### src/rtl/ddr_arb_pkg.sv
// Shared constants, state and requester encodings for the MCB port-0 arbiter.
package ddr_arb_pkg;

  localparam logic [2:0] CMD_WR     = 3'b000;
  localparam logic [2:0] CMD_RD     = 3'b001;
  localparam int         MAX_BL_DEF = 64;

  typedef enum logic [1:0] {
    IDLE  = 2'd0,
    ISSUE = 2'd1,
    GAP   = 2'd2
  } state_t;

  typedef enum logic {
    REQ_RD = 1'b0,
    REQ_WR = 1'b1
  } req_id_t;

  // A burst length the MCB cannot encode: zero or longer than the port allows.
  function automatic logic len_bad(input logic [6:0] len, input int max_bl);
    return (len == 7'd0) || (int'(len) > max_bl);
  endfunction

endpackage

### src/rtl/ddr_arb_pick.sv
// Combinational priority: display reads win unless a write has waited out MAX_RD_RUN reads.
module ddr_arb_pick
  import ddr_arb_pkg::*;
#(
  parameter int MAX_RD_RUN = 4,
  parameter int RUN_W      = 3
) (
  input  logic             rd_elig,
  input  logic             wr_elig,
  input  logic [RUN_W-1:0] rd_run,
  output logic             grant,
  output req_id_t          winner
);

  always_comb begin
    grant  = rd_elig | wr_elig;
    winner = REQ_RD;
    if (wr_elig && (!rd_elig || (rd_run == RUN_W'(MAX_RD_RUN))))
      winner = REQ_WR;
  end

endmodule

### src/rtl/ddr_port_arbiter.sv
// Shares the MCB c3_p0 command port between the VGA read fetcher and the SD write loader.
module ddr_port_arbiter
  import ddr_arb_pkg::*;
#(
  parameter int ADDR_W     = 24,
  parameter int MAX_RD_RUN = 4,
  parameter int MAX_BL     = MAX_BL_DEF
) (
  input  logic              c3_clk0,
  input  logic              c3_rst0,
  input  logic              calib_done,
  input  logic              rd_req,
  input  logic [ADDR_W-1:0] rd_addr,
  input  logic [6:0]        rd_len,
  output logic              rd_ack,
  input  logic              wr_req,
  input  logic [ADDR_W-1:0] wr_addr,
  input  logic [6:0]        wr_len,
  output logic              wr_ack,
  output logic              c3_p0_cmd_en,
  output logic [2:0]        c3_p0_cmd_instr,
  output logic [5:0]        c3_p0_cmd_bl,
  output logic [29:0]       c3_p0_cmd_byte_addr,
  input  logic              c3_p0_cmd_full,
  input  logic [6:0]        c3_p0_wr_count,
  input  logic              c3_p0_wr_underrun,
  input  logic              c3_p0_rd_overflow,
  output logic              busy,
  output logic [2:0]        err_sticky
);

  localparam int RUN_W = $clog2(MAX_RD_RUN + 1);

  state_t           state_reg, state_next;
  logic [RUN_W-1:0] run_reg;
  req_id_t          id_reg;
  logic             bad_reg;
  logic [2:0]       instr_reg;
  logic [5:0]       bl_reg;
  logic [29:0]      addr_reg;
  logic [2:0]       err_reg;

  logic             rd_bad, wr_bad, rd_elig, wr_elig;
  logic             grant, take, strobe;
  req_id_t          winner;
  logic [6:0]       win_len;
  logic [ADDR_W-1:0] win_addr;
  logic             win_bad;
  logic [29:0]      win_byte;

  // A bad-length write skips the FIFO-fill check so it can be acked and flagged.
  always_comb begin
    rd_bad  = len_bad(rd_len, MAX_BL);
    wr_bad  = len_bad(wr_len, MAX_BL);
    rd_elig = calib_done & rd_req;
    wr_elig = calib_done & wr_req & (wr_bad | (c3_p0_wr_count >= wr_len));
  end

  ddr_arb_pick #(
    .MAX_RD_RUN (MAX_RD_RUN),
    .RUN_W      (RUN_W)
  ) u_pick (
    .rd_elig (rd_elig),
    .wr_elig (wr_elig),
    .rd_run  (run_reg),
    .grant   (grant),
    .winner  (winner)
  );

  always_comb begin
    win_len  = (winner == REQ_WR) ? wr_len  : rd_len;
    win_addr = (winner == REQ_WR) ? wr_addr : rd_addr;
    win_bad  = (winner == REQ_WR) ? wr_bad  : rd_bad;
    win_byte = '0;
    win_byte[ADDR_W+3:4] = win_addr;
  end

  assign take   = (state_reg == IDLE) & grant;
  assign strobe = (state_reg == ISSUE) & ~c3_p0_cmd_full;

  always_comb begin
    state_next = state_reg;
    case (state_reg)
      IDLE:    if (grant)  state_next = ISSUE;
      ISSUE:   if (strobe) state_next = GAP;
      GAP:     state_next = IDLE;
      default: state_next = IDLE;
    endcase
  end

  always_ff @(posedge c3_clk0) begin
    if (c3_rst0) begin
      state_reg <= IDLE;
      run_reg   <= '0;
      id_reg    <= REQ_RD;
      bad_reg   <= 1'b0;
      instr_reg <= '0;
      bl_reg    <= '0;
      addr_reg  <= '0;
      err_reg   <= '0;
    end else begin
      state_reg <= state_next;
      if (take) begin
        id_reg    <= winner;
        bad_reg   <= win_bad;
        instr_reg <= (winner == REQ_WR) ? CMD_WR : CMD_RD;
        bl_reg    <= 6'(win_len - 7'd1);
        addr_reg  <= win_byte;
      end
      // The read run only matters while a write is waiting.
      if (state_reg == IDLE) begin
        if (!wr_req || (take && winner == REQ_WR))
          run_reg <= '0;
        else if (take && run_reg != RUN_W'(MAX_RD_RUN))
          run_reg <= run_reg + 1'b1;
      end
      err_reg[0] <= err_reg[0] | c3_p0_wr_underrun;
      err_reg[1] <= err_reg[1] | c3_p0_rd_overflow;
      err_reg[2] <= err_reg[2] | (take & win_bad);
    end
  end

  assign c3_p0_cmd_en        = strobe & ~bad_reg;
  assign rd_ack              = strobe & (id_reg == REQ_RD);
  assign wr_ack              = strobe & (id_reg == REQ_WR);
  assign c3_p0_cmd_instr     = instr_reg;
  assign c3_p0_cmd_bl        = bl_reg;
  assign c3_p0_cmd_byte_addr = addr_reg;
  assign busy                = (state_reg != IDLE);
  assign err_sticky          = err_reg;

endmodule

### config.mk
export PLATFORM = sky130hd
export DESIGN_NAME = ddr_port_arbiter
export DESIGN_NICKNAME = d
export VERILOG_FILES = /design/src/rtl/ddr_arb_pkg.sv /design/src/rtl/ddr_arb_pick.sv /design/src/rtl/ddr_port_arbiter.sv
export SDC_FILE = /design/constraint.sdc
export NUM_CORES = 1
export LEC_CHECK = 0
export ABC_AREA = 0
export CAP_MARGIN = 20
export CORE_MARGIN = 2
export CORE_UTILIZATION = 39
export DETAILED_ROUTE_END_ITERATION = 10
export PLACE_DENSITY = 0.92
export SYNTH_ARGS = -nofsm -noshare
export SYNTH_HDL_FRONTEND = slang
export SYNTH_SLANG_ARGS = --single-unit
### constraint.sdc
create_clock -name c3_clk0 -period 3.05 [get_ports c3_clk0]
set_input_delay 0.305 -clock c3_clk0 [delete_from_list [all_inputs] [get_ports c3_clk0]]
set_output_delay 0.305 -clock c3_clk0 [all_outputs]
set_load 0.1 [all_outputs]
# After elaboration in Yosys (flattened, before gate mapping)
# Index checks and enable logic that the tools add are counted.
[word_totals]
register_bits = 43
latch_bits = 0
ramBits = 0
mem_bits_ro = 0
inputBits = 77
output_inout_bits = 46
n_memories = 0
[classes]
n_addsub = 2
multipliers = 0
n_div = 0
magnitude_cmp = 3
n_eq_ne = 5
shift = 0
mux = 10
bitwise_logic = 17
reduce_logical = 16
[op_table]
columns = ["cell", "count"]
rows = [
  ["$mux 24", 1],
  ["$gt 7x7->1 const B", 2],
  ["$logic_not 7->1", 2],
  ["$and 1x1->1", 9],
  ["$ge 7x7->1", 1],
  ["$mux 3", 2],
  ["$mux 6", 1],
  ["$sub 6x1->6 const B", 1],
  ["$or 1x1->1", 5],
  ["$logic_or 1x1->1", 4],
  ["$mux 2", 2],
  ["$ne 2x2->1 const B", 2],
  ["$pmux 2 s2", 1],
  ["$reduce_and 2->1", 2],
  ["$reduce_bool 2->1", 2],
  ["$add 3x1->3 const B", 1],
  ["$eq 3x3->1 const B", 1],
  ["$logic_and 1x1->1", 3],
  ["$mux 1", 3],
  ["$ne 3x3->1 const B", 1],
  ["$not 1->1", 3],
  ["$eq 2x1->1 const B", 1],
  ["$logic_not 1->1", 2],
  ["$logic_not 2->1", 1],
]

# Longest topological paths before layout
[depth]
ltp_word = 10
mapped_depth = 14

# By module
# Synthesis repeated with hierarchy kept, for this count alone.
[unflattened]
cells_unflattened = 253
hier_area_um2 = 2259.7
[modules_own_cells]
columns = ["mod", "instances", "cells_per_inst", "area_per_inst_um2", "seq_area_each_um2"]
rows = [
  ["ddr_port_arbiter", 1, 249, 2229.6, 820.8],
  ["ddr_arb_pick", 1, 4, 30.0, 0.0],
]

# Least setup slack after synthesis
# Ideal clock, no wire load.
[synth_path]
path_kind = "input -> register"
startpoint = "input wr_len[3]"
endpoint = "register bl_reg[4] (netlist: c3_p0_cmd_bl[4])"
setup_ns = 0.092
t_arrival_ns = 2.669
t_required_ns = 2.958
setup_slack_ns = 0.289
cell_stages = 11
n_path_buf = 1
path_cell_list = "or4_4 o31a_1 or2_4 o21ai_1 buf_2 mux2i_1 ha_1 nand3_1 xnor2_1 nor2_1 o32ai_1"
[synth_between]
elab_chain_cells = 8
elab_cells_between_ends = 12
[synth_rtl]
columns = ["element", "line_no", "source"]
rows = [
  ["start: declaration", "ddr_port_arbiter.sv:18", "input logic [6:0] wr_len,"],
  ["$gt 7x7->1 or $logic_not 7->1 (tied branches)", "ddr_arb_pkg.sv:21", "return (len == 7'd0) || (int'(len) > max_bl);"],
  ["$logic_or 1x1->1", "ddr_arb_pkg.sv:21", ""],
  ["$or 1x1->1", "ddr_port_arbiter.sv:56", "wr_elig = calib_done & wr_req & (wr_bad | (c3_p0_wr_count >= wr_len));"],
  ["$and 1x1->1", "ddr_port_arbiter.sv:56", ""],
  ["$logic_and 1x1->1", "ddr_arb_pick.sv:18", "if (wr_elig && (!rd_elig || (rd_run == RUN_W'(MAX_RD_RUN))))"],
  ["$mux 1", "ddr_arb_pick.sv:18", ""],
  ["$mux 6", "ddr_port_arbiter.sv:71", "win_len = (winner == REQ_WR) ? wr_len : rd_len;"],
  ["$sub 6x1->6", "ddr_port_arbiter.sv:107", "bl_reg <= 6'(win_len - 7'd1);"],
  ["end signal: assignment", "ddr_port_arbiter.sv:107", ""],
  ["end: declaration", "ddr_port_arbiter.sv:39", "logic [5:0] bl_reg;"],
]
# Several ways; a longest one is shown, not always the timed one.
# A chain may end at the register's enable or synchronous reset.

# Worst setup path in the final report
[layout_path]
startpoint = "input wr_len[4]"
endpoint = "register bl_reg[4] (netlist: c3_p0_cmd_bl[4])"
# Same word-level chain as after synthesis.

==> results.tsv <==
metric	value	unit
post-synth cell types	46	
# rows	27	
CP required	3.27	ns
worst-skew pair later-pin latency	0.29	ns
Core Area	5510	um^2
first-pass GRT wire length	11000	um
grt ovf	0	
die height	79.4	um
#FFs+latches synth	41	
Hold WC Path Type	flop to flop	
dpl hpwl	5320	um
Clock Skew	0.00788	ns
first-pass detailed-route iteration total	4	
CP Capture Type	flop	
IR Drop Worst-Case VDD	0.268	mV
DRC errors left	0	
Clock Sinks	41	
Rel. slew slack	32.9	%
Place WS	-0.238	ns
final worst path period share	97.0	%
via count	2490	
final net count	494	
endpoints failing hold	0	
power per cell area	496	nW/um^2
root buf cell	clkbuf_8	
worst r2r src	run_reg[0]$_SDFFE_PP0P_	
Setup WS post-layout	0.0901	ns
Antenna Cells	0	
Fmax	338	MHz
Leakage	1.48	nW
max-slew violations	0	
Critical Path Slowest Stage Cell	clkdlybuf4s50_1	
worst path cell trace	clkdlybuf4s50_1, inv_1, ha_1, a211o_1, o211ai_1, o311ai_2, o21ai_4, mux2i_2, ha_2, nand3_1, xnor2_1, nor2_1, o32ai_2	
drt total wl	7180	um
number of synthesized flops with an enable pin	0	
outcome	finished, final reports clean	
Worst-Margin Slew	1.00	ns
hold_buf cts	0	
Largest register FFs	24	
final worst path period need	2.96	ns
max incr delay on CP	0.49	ns
crit path DAT	3.18	ns
register area share after synthesis	37.0	%
Yosys warning total	0	
synthesized instance count	282	
Max Root-Sink Buffers	2	
Fin Setup TNS	0	ns
Avg WL per Cell	15.0	um
vias in the first global route	2383	
Main synth FF type	dfxtp_1	
Die X-Extent	79.4	um
Max-cap violations	0	
asr flop ratio synth	0	%
gpl congestion	0.876	
starting density of the core	40.2	%
layout cells sized above 1	11.8	%
Critical Path Start	wr_len[4]	
die area	6300	um^2
Tot GR Track Use	21.9	%
CTS tree	yes	
crit-path max FO	4	
Avg Cell Area, Syn	7.86	um^2
nature of the critical path startpoint	input pin	
pin count of the biggest net entering global routing	39	
post-route ant nets	0	
H-tree depth	2	
ratio of routed vias to standard cells	5.20	
CTS Buf Count	5	
Area growth syn-to-layout	64.8	%
PortBufs	114	
Ports	123	
hold path start	err_sticky[0]$_SDFF_PP0_	
initial antenna violation count	0	
Synth Cell Area	2220	um^2
worst setup path category	input pin to flop	
Initial DRC Count	94	
Worst-path clk slew	0.08	ns
final setup vio count	0	
## through the flow
step           util [%]  power (mW)  hold WS, ns  instance area, um^2  cells
2_1_floorplan         -        1.14        0.426                 2240    289
3_3_place_gp       63.4        1.37        0.449                 3490    470
3_5_place_dp       63.4        1.38        0.469                 3490    470
4_1_cts            65.3        1.81        0.485                 3600    477
5_1_grt            66.3        1.88        0.496                 3650    479
6_report           66.3        1.81        0.479                 3650    479
## kinds of logic after synthesis
family                   synth area share (%)
AND/OR/NAND/NOR                          24.8
AO/OA/AOI/OAI                            21.2
flip-flops                               37.0
buffers and inverters                    8.30
adder cells (fa/ha/maj)                  5.65
XOR/XNOR                                 1.98
multiplexers                            0.903
other                                   0.169
## worst paths after layout
check,endpoint,slack (ns),cells after the start
setup / recovery,c3_p0_cmd_bl[4]$_SDFFE_PP0P_,0.09,13
hold / removal,err_sticky[0]$_SDFF_PP0_,0.48,2
setup reg to reg,c3_p0_cmd_bl[4]$_SDFFE_PP0P_,0.58,13
hold reg to reg,err_sticky[0]$_SDFF_PP0_,0.48,2
## critical path: cells and delay by family
family	cells	cell delay [ns]
compound gates	5	1.13
fa+ha+maj	2	0.57
buf+inv	2	0.55
mux	1	0.29
simple gates	2	0.17
xor+xnor	1	0.16
## cells in the final DEF, fill, tap and decap left out, types with 2 or more instances in the layout
master	count
nor3b_1	2
ha_1	9
o21ai_0	3
o22ai_1	2
or3_1	3
o211ai_1	4
nand2b_1	5
a211oi_1	4
o31a_1	2
a311oi_1	24
nand3b_1	2
xnor2_1	4
clkbuf_8	5
nand3_1	3
buf_4	29
nand2_1	53
nor2_1	43
conb_1	8
dfxtp_1	41
a21oi_1	5
a21boi_0	2
a21o_1	2
clkdlybuf4s50_1	104
inv_1	14
nor4_1	3
and2_1	2
## power by group
part           leakage [nW]  total, mW  internal, mW  switching (mW)
clock                0.0540      0.427         0.238           0.189
sequential            0.338      0.604         0.581          0.0228
combinational          1.09      0.781         0.249           0.532
## Yosys cell counts (2+ instances only)
cell type,count,area [um^2]
nand3_1,3,15.0
o22ai_1,2,12.5
o31a_1,2,17.5
nor4_1,3,18.8
nor3b_1,2,15.0
ha_1,10,125
mux2i_1,2,20.0
a21boi_0,2,15.0
clkbuf_1,11,41.3
dfxtp_1,41,821
a311oi_1,24,210
nand3b_1,2,15.0
a21oi_1,5,25.0
o211ai_1,4,30.0
o32ai_1,2,17.5
a21o_1,2,15.0
nor2_1,43,161
a211oi_1,5,37.5
inv_1,14,52.6
or3_1,3,18.8
nand2_1,53,199
o21ai_0,3,15.0
buf_2,6,30.0
buf_4,8,60.1
nand2b_1,5,31.3
xnor2_1,4,35.0
and2_1,2,12.5
## routing by layer
layer / vias up / part of all wire [%] / wire length [um] / GRT usage (%)
li1: 1218 / - / - / -
met1: 1147 / 42 / 3030 / 26.1
met2: 108 / 48 / 3460 / 39.2
met3: 17 / 7.5 / 535 / 4.86
met4: 0 / 2.1 / 154 / 6.72
met5: - / 0 / 0 / 0
## final cells by class
| cell class | instances | area (um^2) |
|---|---|---|
| clock inverter | 2 | 35.0 |
| timing repair buffer | 136 | 1300 |
| fill | 456 | 1850 |
| sequential | 41 | 821 |
| inverter | 14 | 52.6 |
| multi-input combinational | 209 | 1280 |
| tap | 72 | 90.1 |
| clock buffer | 5 | 68.8 |
## what timing repair did
| item | 4_1_cts | 5_1_grt |
|---|---|---|
| setup buffers | 0 | 2 |
| resized for setup | 0 | 9 |
| setup endpoints to repair | 0 | 2 |
Power figures use the tool's default switching activity.
